==> src/rtl/bcd_pkg.sv <==
// Shared FSM encoding and default sizing for the serial BCD-to-binary converter.
// Defaults size the result for four BCD digits (9999 needs 14 bits).
package bcd_pkg;

  typedef enum logic [1:0] {
    ST_IDLE  = 2'd0,
    ST_SHIFT = 2'd1,
    ST_DONE  = 2'd2
  } state_t;

  localparam int DEF_DIGITS = 4;
  localparam int DEF_BIN_W  = 14;

endpackage

==> src/rtl/bcd_digit_adj.sv <==
// One reverse double-dabble digit correction: a shifted nibble >= 8 carried in half of ten,
// so subtracting 3 turns the +8 into the correct +5. Purely combinational.
module bcd_digit_adj (
  input  logic [3:0] nib_i,
  output logic [3:0] nib_o
);

  assign nib_o = (nib_i >= 4'd8) ? (nib_i - 4'd3) : nib_i;

endmodule

==> src/rtl/bcd_to_bin_serial.sv <==
// Serial packed-BCD to binary converter (reverse double-dabble), one bit per clock.
// Valid input: BIN_W steps then a one-cycle DONE; an invalid nibble goes straight to DONE with err.
module bcd_to_bin_serial
  import bcd_pkg::*;
#(
  parameter int DIGITS = DEF_DIGITS,
  parameter int BIN_W  = DEF_BIN_W
) (
  input  logic                  clk,
  input  logic                  rst,
  input  logic                  start,
  input  logic [4*DIGITS-1:0]   bcd_in,
  output logic                  busy,
  output logic                  done,
  output logic [BIN_W-1:0]      bin_out,
  output logic                  err
);

  localparam int BCD_W = 4 * DIGITS;
  localparam int CNT_W = $clog2(BIN_W + 1);

  state_t             state_q;
  logic [BCD_W-1:0]   bcd_q;
  logic [BIN_W-1:0]   bin_q;
  logic [CNT_W-1:0]   cnt_q;
  logic [BIN_W-1:0]   bin_out_q;
  logic               err_q;

  logic [BCD_W-1:0]   bcd_shift;
  logic [BCD_W-1:0]   bcd_d;
  logic [BIN_W-1:0]   bin_d;
  logic               in_bad;

  // {bcd, bin} shifted right by one; the BCD LSB falls into the binary MSB.
  assign {bcd_shift, bin_d} = {1'b0, bcd_q, bin_q[BIN_W-1:1]};

  for (genvar g = 0; g < DIGITS; g++) begin : g_adj
    bcd_digit_adj u_adj (
      .nib_i (bcd_shift[4*g +: 4]),
      .nib_o (bcd_d[4*g +: 4])
    );
  end

  always_comb begin
    in_bad = 1'b0;
    for (int i = 0; i < DIGITS; i++) begin
      if (bcd_in[4*i +: 4] > 4'd9) in_bad = 1'b1;
    end
  end

  always_ff @(posedge clk or posedge rst) begin
    if (rst) begin
      state_q   <= ST_IDLE;
      bcd_q     <= '0;
      bin_q     <= '0;
      cnt_q     <= '0;
      bin_out_q <= '0;
      err_q     <= 1'b0;
    end else begin
      case (state_q)
        ST_IDLE: begin
          if (start) begin
            bcd_q <= bcd_in;
            bin_q <= '0;
            cnt_q <= '0;
            err_q <= in_bad;
            if (in_bad) begin
              bin_out_q <= '0;
              state_q   <= ST_DONE;
            end else begin
              state_q   <= ST_SHIFT;
            end
          end
        end
        ST_SHIFT: begin
          bcd_q <= bcd_d;
          bin_q <= bin_d;
          cnt_q <= cnt_q + 1'b1;
          if (cnt_q == CNT_W'(BIN_W - 1)) begin
            bin_out_q <= bin_d;
            state_q   <= ST_DONE;
          end
        end
        ST_DONE: state_q <= ST_IDLE;
        default: state_q <= ST_IDLE;
      endcase
    end
  end

  assign busy    = (state_q != ST_IDLE);
  assign done    = (state_q == ST_DONE);
  assign bin_out = bin_out_q;
  assign err     = err_q;

endmodule

==> config.mk <==
export PLATFORM = sky130hd
export DESIGN_NAME = bcd_to_bin_serial
export DESIGN_NICKNAME = d
export VERILOG_FILES = /design/src/rtl/bcd_pkg.sv /design/src/rtl/bcd_digit_adj.sv /design/src/rtl/bcd_to_bin_serial.sv
export SDC_FILE = /design/constraint.sdc
export NUM_CORES = 1
export LEC_CHECK = 0
export BUFFER_PORTS_ARGS = -buffer_cell sky130_fd_sc_hd__buf_4
export CAP_MARGIN = 30
export CORE_UTILIZATION = 45
export CTS_CLUSTER_SIZE = 20
export DETAILED_ROUTE_END_ITERATION = 10
export PLACE_DENSITY_LB_ADDON = 0.15
export SYNTH_ARGS = -nofsm -noshare
export SYNTH_HDL_FRONTEND = slang
export SYNTH_HIERARCHICAL = 1
export SYNTH_SLANG_ARGS = --single-unit
==> constraint.sdc <==
create_clock -name clk -period 1.81 [get_ports clk]
set_input_delay 0.4525 -clock clk [delete_from_list [all_inputs] [get_ports clk]]
set_output_delay 0.4525 -clock clk [all_outputs]
set_load 0.01 [all_outputs]
==> results.md, run 1 <==
- Fillers: 490
- Die H: 77.52 microns
- Slowest stage delay, CP: 0.46 ns
- PwrDens: 1159 nW/um^2
- RSZ-0062 raised after global routing: no
- Area Growth Syn to Fin: 22.57%
- Ant diodes: 0
- Slew Viols, Final: 0
- Avg WL per Cell: 14.44 microns
- H-tree levels: 2
- Worst vdd rail ir drop: 0.0006053 V
- CTS buffer count: 5
- Largest net degree at the start of global routing: 51
- Slew @ Worst Pin: 0.5413 ns
- Vias per cell: 5.245
- Final instance area: 3146 sq um
- Global-route wire length before repair: 9170 microns
- Max frequency: 0.5673 GHz
- RePlAce Congestion: 0.7348
- Share of post-route cells with drive strength above 1: 22.15%
- Post-synth cell types: 34
- Post-synth EDFFs: 0
- Num ports: 36
- Clock root cell: clkbuf_8
- DP HPWL: 3624 microns
- NetSw: 1.287 mW
- Hold Crit Class: primary input to asynchronous set/reset pin
- R2R cell count: 6
- Initial drt markers: 81
- Critical path's slowest cell: dfrtp_2
- Internal power: 2.359 mW
- Cells after synthesis: 261
- Part of the cycle the worst path needs: 97.39%
- Commonest non-fill, non-tap cell in the layout: o21ai_0
- Most frequent cells in the layout: o21ai_0 (52), dfrtp_1 (48), buf_4 (47), nand2_1 (21)
- Max_slew headroom: 63.89%
- Clock power share: 21.4%
- Overall Power: 3.647 mW
- Async set or reset register ratio after synthesis: 100.0%
- # hold bufs at CTS: 0
- Yosys warns: 6
- Aggregate global routing overflow: 0
- Reg2reg end: bin_out[4]$_DFFE_PP0P_
- Worst setup EP type: output port
- Seq cells post-synth: 50
- Cell leakage power: 1.493 nW
- Switching Share: 35.31%
- Final TNS setup: 0 ns
- DIE WIDTH: 77.52 microns
- Routed Antenna Nets: 0
- Clk_lat worst skew: 0.30 ns
- Final hold violation count: 0
- First drt pass iteration count: 4
- Place WS: 0.1622 ns
- DR vias: 1988
- Clock slew at reported path FFs: 0.09 ns
- Crit path max fanout: 11
- Combinational power share: 34.1%
- Startpoint Class: flip-flop
- Fin nets: 335
- Post-synth top flop: dfrtp_1
- CP required: 1.36 ns
- Crit path cell chain: buf_8 -> or2_2 -> buf_4
- Number of global-route vias before repair: 1880
- Min Tclk post-route: 1.763 ns
- DR DRC count: 0
- Status: finished, final reports clean
- Post-Route Skew: 0.007148 ns
- Clock sinks: 50
- Setup violations, final: 0
- DRT Wirelength: 5473 microns
- Hold slack: 0.1846 ns
- Die area: 6009 sq um
- Port Buffer Count: 35
- Core Footprint: 5507 sq um
- Global Route Usage Sum: 19.32%
- MaxCap Viol Count: 0
- Area post-placement: 2970 sq um
- CTS tree: built
- Mapped Area: 2566 sq um
- Flop pwr share: 44.5%
- Initial Utilization: 46.60%
- Setup CP Type: flip-flop to output port
- Cell Rows: 27
- Reg2reg start: state_q[0]$_DFFE_PP0P_
- Avg Inst Size Synth: 9.832 sq um
- Crit path DAT: 1.31 ns
- CTS Buffer Depth: 2
- Antenna violations before repair: 0
- Seq/Total Area, Yosys: 48.76%
- Worst Setup Slack, final: 0.04717 ns
- R2R Setup Slk: 0.19 ns
[per-stage QoR]
step / util, % / instances
after floorplan: - / 265
after global placement: 53.67 / 365
after detailed placement: 53.94 / 366
after CTS: 56.17 / 375
after global routing: 57.12 / 379
final: 57.12 / 379
[cell type report]
type | instances | area, sq um | share of cell area (%)
Tap cell | 72 | 90.09 | 2.864
Multi-Input combinational cell | 187 | 1206 | 38.35
Clock buffer | 6 | 72.57 | 2.307
Timing Repair Buffer | 52 | 447.9 | 14.24
Inverter | 10 | 37.54 | 1.193
Clock inverter | 2 | 37.54 | 1.193
Sequential cell | 50 | 1254 | 39.86
[worst max-delay path, delay by kind of cell, from the launching register on]
family                 cells  cell delay [ns]
and+or+nand+nor            1             0.26
buffers and inverters      2             0.29
DFF                        1             0.46
[worst max path at each step]
stage                           startpoint                       to  slack, ns  depth (start not counted)
floorplan                              rst     bcd_q[0]$_DFFE_PP0P_       0.16                          1
global placement                     start    bin_q[10]$_DFFE_PP0P_       0.01                          3
detailed placement                   start  bin_out[11]$_DFFE_PP0P_       0.16                          5
CTS                 state_q[0]$_DFFE_PP0P_                     busy       0.01                          3
global route        state_q[0]$_DFFE_PP0P_                     busy      0.009                          3
finish              state_q[0]$_DFFE_PP0P_                     busy       0.05                          3
[power groups by stage]
stage                     Sequential [mW]  Combinational, mW  Clock, mW
final                                1.62               1.25      0.779
after CTS                            1.62               1.19      0.801
after detailed placement             1.65               1.16          0
after floorplan                      1.56              0.871          0
after global placement               1.64               1.12          0
after global routing                 1.67               1.41      0.850
[cell usage after synthesis (all sizes together) (4+ instances only)]
cell type | count | area, sq um
nand3 | 17 | 85.08
inv | 10 | 37.54
dfrtp | 50 | 1251
ha | 10 | 125.1
mux2i | 4 | 40.04
o21ai | 55 | 275.3
nor2b | 5 | 31.28
and3b | 12 | 105.1
a21oi | 17 | 85.08
clkbuf | 10 | 37.54
buf | 8 | 48.80
xor2 | 5 | 43.79
a22o | 13 | 113.9
xnor2 | 4 | 35.03
nand2b | 5 | 31.28
nand2 | 21 | 78.83
[state kept, by name (all words and copies together) (netlist names)]
name,cells
bin_out,14
bin_q,13
cnt_q,4
state_q,2
err,1
bcd_q,16
[kinds of logic after synthesis]
kind of cell	synth area share (%)
adders and majority gates	4.876
AOI/OAI and AO/OA	20.53
and+or+nand+nor	15.80
other	0.1461
xor gates and xnor gates	3.071
buffers and inverters	4.827
muxes	1.999
DFF	48.76
[what timing repair did]
item	in CTS	in global routing
setup endpoints to repair	1	1
resized for setup	2	2
buffers inserted	1	3
gates cloned	0	1
endpoints found under the hold margin	0	0
[routing by layer]
layer	up-vias	global-route usage, %	wire (microns)
li1	992	-	-
met1	960	26.43	2656
met2	31	31.33	2577
met3	5	3.412	179
met4	0	5.660	59
met5	-	0	0
No activity file was read; power rests on OpenSTA's default activity.
==> run 2, diff against run 1 <==
--- a/config.mk
+++ b/config.mk
@@ -7,6 +7,7 @@
 export LEC_CHECK = 0
 export BUFFER_PORTS_ARGS = -buffer_cell sky130_fd_sc_hd__buf_4
 export CAP_MARGIN = 30
+export CORE_ASPECT_RATIO = 1.4
 export CORE_UTILIZATION = 45
 export CTS_CLUSTER_SIZE = 20
 export DETAILED_ROUTE_END_ITERATION = 10
==> results.md, run 2 (same netlist as run 1, synthesis figures left out) <==
- DR DRC count: 0
- Global Route Usage Sum: 20.24%
- Routed Antenna Nets: 0
- R2R Setup Slk: 0.23 ns
- Global-route wire length before repair: 9349 microns
- Overall Power: 3.592 mW
- Vias per cell: 5.251
- Max_slew headroom: 64.86%
- Area post-placement: 2973 sq um
- Max FFs per register: 16
- Avg WL per Cell: 14.75 microns
- Core Footprint: 5485 sq um
- Final hold violation count: 0
- DP HPWL: 3814 microns
- Fin nets: 334
- R2R cell count: 5
- Clk_lat worst skew: 0.30 ns
- Hold slack: 0.1943 ns
- Share of post-route cells with drive strength above 1: 21.57%
- Post-Route Skew: 0.003936 ns
- CP required: 1.36 ns
- Non-Filler Instances: 374
- Hold Crit Class: primary input to asynchronous set/reset pin
- Startpoint Class: flip-flop
- Setup violations, final: 0
- Cell leakage power: 1.483 nW
- Clock root cell: clkbuf_8
- Status: finished, final reports clean
- Slew Viols, Final: 0
- DIE WIDTH: 65.82 microns
- CTS Buffer Depth: 2
- Setup CP Type: flip-flop to output port
- DRT Wirelength: 5516 microns
- Post-Place Cells: 364
- Initial drt markers: 77
- Biggest register: bcd_q
- Number of global-route vias before repair: 1968
- CTS buffer count: 5
- Final instance area: 3119 sq um
- Area Growth Syn to Fin: 21.55%
- Max frequency: 0.5707 GHz
- Worst vdd rail ir drop: 0.0004981 V
- Port Buffer Count: 35
- Min Tclk post-route: 1.752 ns
- Most frequent cells in the layout: o21ai_0 (52), dfrtp_1 (49), buf_4 (46), nand2_1 (21)
- Die area: 6013 sq um
- RSZ-0062 raised after global routing: no
- Part of the cycle the worst path needs: 96.81%
- First drt pass iteration count: 4
- Worst setup EP type: output port
- MaxCap Viol Count: 0
- Largest net degree at the start of global routing: 51
- Crit path max fanout: 13
- RePlAce Congestion: 0.7685
- Clock slew at reported path FFs: 0.09 ns
- Slew @ Worst Pin: 0.5216 ns
- Ant diodes: 0
- Initial Utilization: 46.78%
- Commonest non-fill, non-tap cell in the layout: o21ai_0
- Crit path DAT: 1.30 ns
- Reg2reg end: bin_out[9]$_DFFE_PP0P_
- CTS tree: built
- Die H: 91.35 microns
- Aggregate global routing overflow: 0
- Num ports: 36
- Cell Rows: 32
- Fillers: 505
- DR vias: 1964
- H-tree levels: 2
- Clock sinks: 50
- Final TNS setup: 0 ns
- PwrDens: 1152 nW/um^2
- Reg2reg start: cnt_q[1]$_DFFE_PP0P_
- Antenna violations before repair: 0
==> run 2: cell count changes in the layout (fill, tap and decap cells not counted), sizes merged <==
cell,delta
clkbuf,-1
==> run 2: area by class of cell <==
cell class,count,area (sq um),area share [%]
clock inverter,2,37.54,1.203
clock buffer,6,72.57,2.327
sequential,50,1252,40.15
tap,68,85.08,2.728
inverter,10,37.54,1.203
multi-input combinational,187,1206,38.67
timing repair buffer,51,427.9,13.72
==> run 2: where the power goes <==
part           internal (mW)  switching [mW]
Combinational          0.574           0.634
Clock                  0.413           0.365
Sequential              1.34           0.265
Total                   2.33            1.26
==> run 2: worst max path at each step <==
stage	start	endpoint	slack [ns]	depth (start not counted)
after floorplan	rst	bcd_q[0]$_DFFE_PP0P_	0.16	1
after CTS	state_q[1]$_DFFE_PP0P_	busy	0.01	3
after detailed placement	bcd_in[2]	bin_out[0]$_DFFE_PP0P_	0.01	4
after global routing	state_q[0]$_DFFE_PP0P_	busy	0.02	3
after global placement	bcd_in[2]	state_q[1]$_DFFE_PP0P_	0.04	4
final	state_q[1]$_DFFE_PP0P_	busy	0.06	3
==> run 2: layer usage <==
metal | up-vias | part of all wire (%) | GRT usage (%)
met5 | - | 0 | 0
met4 | 0 | 1.0 | 5.978
met3 | 5 | 3.2 | 3.266
met2 | 34 | 49 | 33.33
met1 | 932 | 47 | 26.86
li1 | 993 | - | -
==> run 2: metrics by stage <==
| step | utilization (%) | setup WS (ns) |
|---|---|---|
| 2_1_floorplan | - | 0.1563 |
| 3_3_place_gp | 54.20 | 0.04267 |
| 3_5_place_dp | 54.20 | 0.01101 |
| 4_1_cts | 56.36 | 0.009585 |
| 5_1_grt | 56.87 | 0.01724 |
| 6_report | 56.87 | 0.05776 |
==> run 2: timing repair <==
action	in CTS	in global routing
hold endpoints to repair	0	0
gates resized for setup	1	2
endpoints found under the setup margin	1	3
hold buffers	0	0
pin swaps	0	0
setup buffers	1	1
==> run 2: worst max-delay path, cell delays in order (launching register included) <==
cell     delay (ns)
dfrtp_2        0.42
buf_6          0.15
or2_2          0.29
buf_4          0.14
==> run 3, diff against run 2 <==
--- a/config.mk
+++ b/config.mk
@@ -12,6 +12,7 @@
 export CTS_CLUSTER_SIZE = 20
 export DETAILED_ROUTE_END_ITERATION = 10
 export PLACE_DENSITY_LB_ADDON = 0.15
+export SETUP_SLACK_MARGIN = 0.3
 export SYNTH_ARGS = -nofsm -noshare
 export SYNTH_HDL_FRONTEND = slang
 export SYNTH_HIERARCHICAL = 1
==> results.md, run 3 (same netlist as run 1, synthesis figures left out) <==
- Min Tclk post-route: 1.655 ns
- Final hold violation count: 0
- Largest net degree at the start of global routing: 35
- Non-Filler Instances: 393
- Fillers: 456
- Hold Crit Class: primary input to asynchronous set/reset pin
- CP bufs+invs: 2
- Cell Rows: 32
- CP dominant cell by count: buf_6
- Status: finished, final reports clean
- Num ports: 36
- NetSw: 1.431 mW
- Crit path DAT: 1.20 ns
- Cell leakage power: 1.656 nW
- RSZ-0062 raised after global routing: yes
- Most frequent cells in the layout: dfrtp_1 (50), buf_4 (49), o21ai_0 (39), nand2_1 (21)
- Commonest non-fill, non-tap cell in the layout: dfrtp_1
- Critical path's slowest cell: dfrtp_1
- Post-layout util: 63.30%
- DRT Wirelength: 6462 microns
- Clk_lat worst skew: 0.31 ns
- Reg2reg end: bin_out[11]$_DFFE_PP0P_
- Combinational power share: 39.3%
- Avg WL per Cell: 16.44 microns
- Ant diodes: 0
- Worst vdd rail ir drop: 0.0006696 V
- Crit path max fanout: 2
- Part of the cycle the worst path needs: 91.44%
- MaxCap Viol Count: 0
- DR vias: 2118
- Max FFs per register: 16
- CP delay by family, top: flip-flops
- RePlAce Congestion: 0.7740
- Port Buffer Count: 35
- Die H: 91.35 microns
- Switching Share: 34.05%
- Slowest stage delay, CP: 0.41 ns
- Clock slew at reported path FFs: 0.09 ns
- Fin nets: 353
- Number of global-route vias before repair: 1948
- Area of the multi-input gates: 1245 sq um
- R2R Setup Slk: 0.17 ns
- Reg area: 1251 sq um
- Worst setup EP type: output port
- Die area: 6013 sq um
- Clock power share: 22.3%
- Routed Antenna Nets: 0
- DR DRC count: 0
- Internal power: 2.771 mW
- Initial drt markers: 73
- Share of post-route cells with drive strength above 1: 27.69%
- Post-Place Cells: 365
- Startpoint Class: flip-flop
- Antenna violations before repair: 0
- Vias per cell: 5.389
- H-tree levels: 2
- PwrDens: 1210 nW/um^2
- First drt pass iteration count: 4
- Flop pwr share: 38.4%
- Biggest register: bcd_q
- Clock root cell: clkbuf_8
- Setup violations, final: 0
- DP HPWL: 3809 microns
- Aggregate global routing overflow: 0
- R2R cell count: 5
- CTS Buffer Depth: 2
- DIE WIDTH: 65.82 microns
- CP required: 1.36 ns
- Core Footprint: 5485 sq um
- Initial Utilization: 46.78%
- Slew @ Worst Pin: 0.5600 ns
- Area Growth Syn to Fin: 35.30%
- Global-route wire length before repair: 9687 microns
- Clock sinks: 50
- Global Route Usage Sum: 21.28%
- Slew Viols, Final: 0
- Post-Route Skew: 0.005658 ns
- Reg2reg start: state_q[0]$_DFFE_PP0P_
- Max_slew headroom: 62.27%
- Setup CP Type: flip-flop to output port
- Crit path cell chain: buf_6 -> or2_4 -> buf_6
- CTS tree: built
- CTS buffer count: 5
- Max frequency: 0.6042 GHz
[run 3: cell count changes in the layout (fill, tap and decap cells not counted), moves of 3 or more]
cell	change
buf_4	+3
clkbuf_16	+4
buf_6	+9
buf_12	+3
o21ai_1	+12
o21ai_0	-13
[run 3: layer usage]
layer	vias up	GRT usage, %	routed length [microns]
li1	1029	-	-
met1	1042	28.71	2881
met2	42	34.44	3285
met3	5	3.015	207
met4	0	7.065	89
met5	-	0	0
[run 3: worst register-to-register path, cell delays in order, from the launching register on]
cell       delay, ns
dfrtp_1         0.41
buf_4           0.15
or3b_4          0.42
a41oi_4         0.27
clkbuf_16       0.21
o21ai_0         0.08
[run 3: worst max-delay path by stage]
stage | startpoint | to | depth (start not counted) | slack (ns)
2_1_floorplan | state_q[0]$_DFFE_PP0P_ | busy | 3 | 0.31
3_3_place_gp | bcd_in[2] | state_q[1]$_DFFE_PP0P_ | 4 | 0.03
3_5_place_dp | start | bin_out[0]$_DFFE_PP0P_ | 4 | -0.01
4_1_cts | state_q[0]$_DFFE_PP0P_ | busy | 3 | 0.17
5_1_grt | state_q[0]$_DFFE_PP0P_ | busy | 3 | 0.12
6_report | state_q[0]$_DFFE_PP0P_ | busy | 3 | 0.15
[run 3: what timing repair did]
action,CTS,global route
gates resized for setup,10,30
setup endpoints to repair,16,43
pin swaps,1,5
cloned,0,5
buffers inserted,8,7
hold buffers,0,0
[run 3: area by class of cell]
cell class,instances,area share (%)
clock buffer,5,1.982
timing repair buffer,70,20.50
inverter,10,1.189
multi-input combinational,187,35.86
clock inverter,3,1.982
tap,68,2.450
sequential,50,36.04
[run 3: through the flow]
stage                     instance area [sq um]  worst slack, ns  hold WS, ns  setup TNS, ns  power, mW
after floorplan                            2586           0.3083       0.4693              0      2.437
after global placement                     2964          0.02516       0.4762              0      2.749
after detailed placement                   2979         -0.01167       0.4792       -0.02012      2.802
after CTS                                  3226           0.1672       0.1488              0      3.869
after global routing                       3472           0.1186       0.1609              0      4.455
final                                      3472           0.1549       0.1417              0      4.202
[run 3: power groups by stage]
stage | Clock, mW | Combinational [mW] | Sequential [mW]
2_1_floorplan | 0 | 0.873 | 1.56
3_3_place_gp | 0 | 1.12 | 1.63
3_5_place_dp | 0 | 1.17 | 1.63
4_1_cts | 0.941 | 1.32 | 1.61
5_1_grt | 0.990 | 1.81 | 1.65
6_report | 0.936 | 1.65 | 1.61
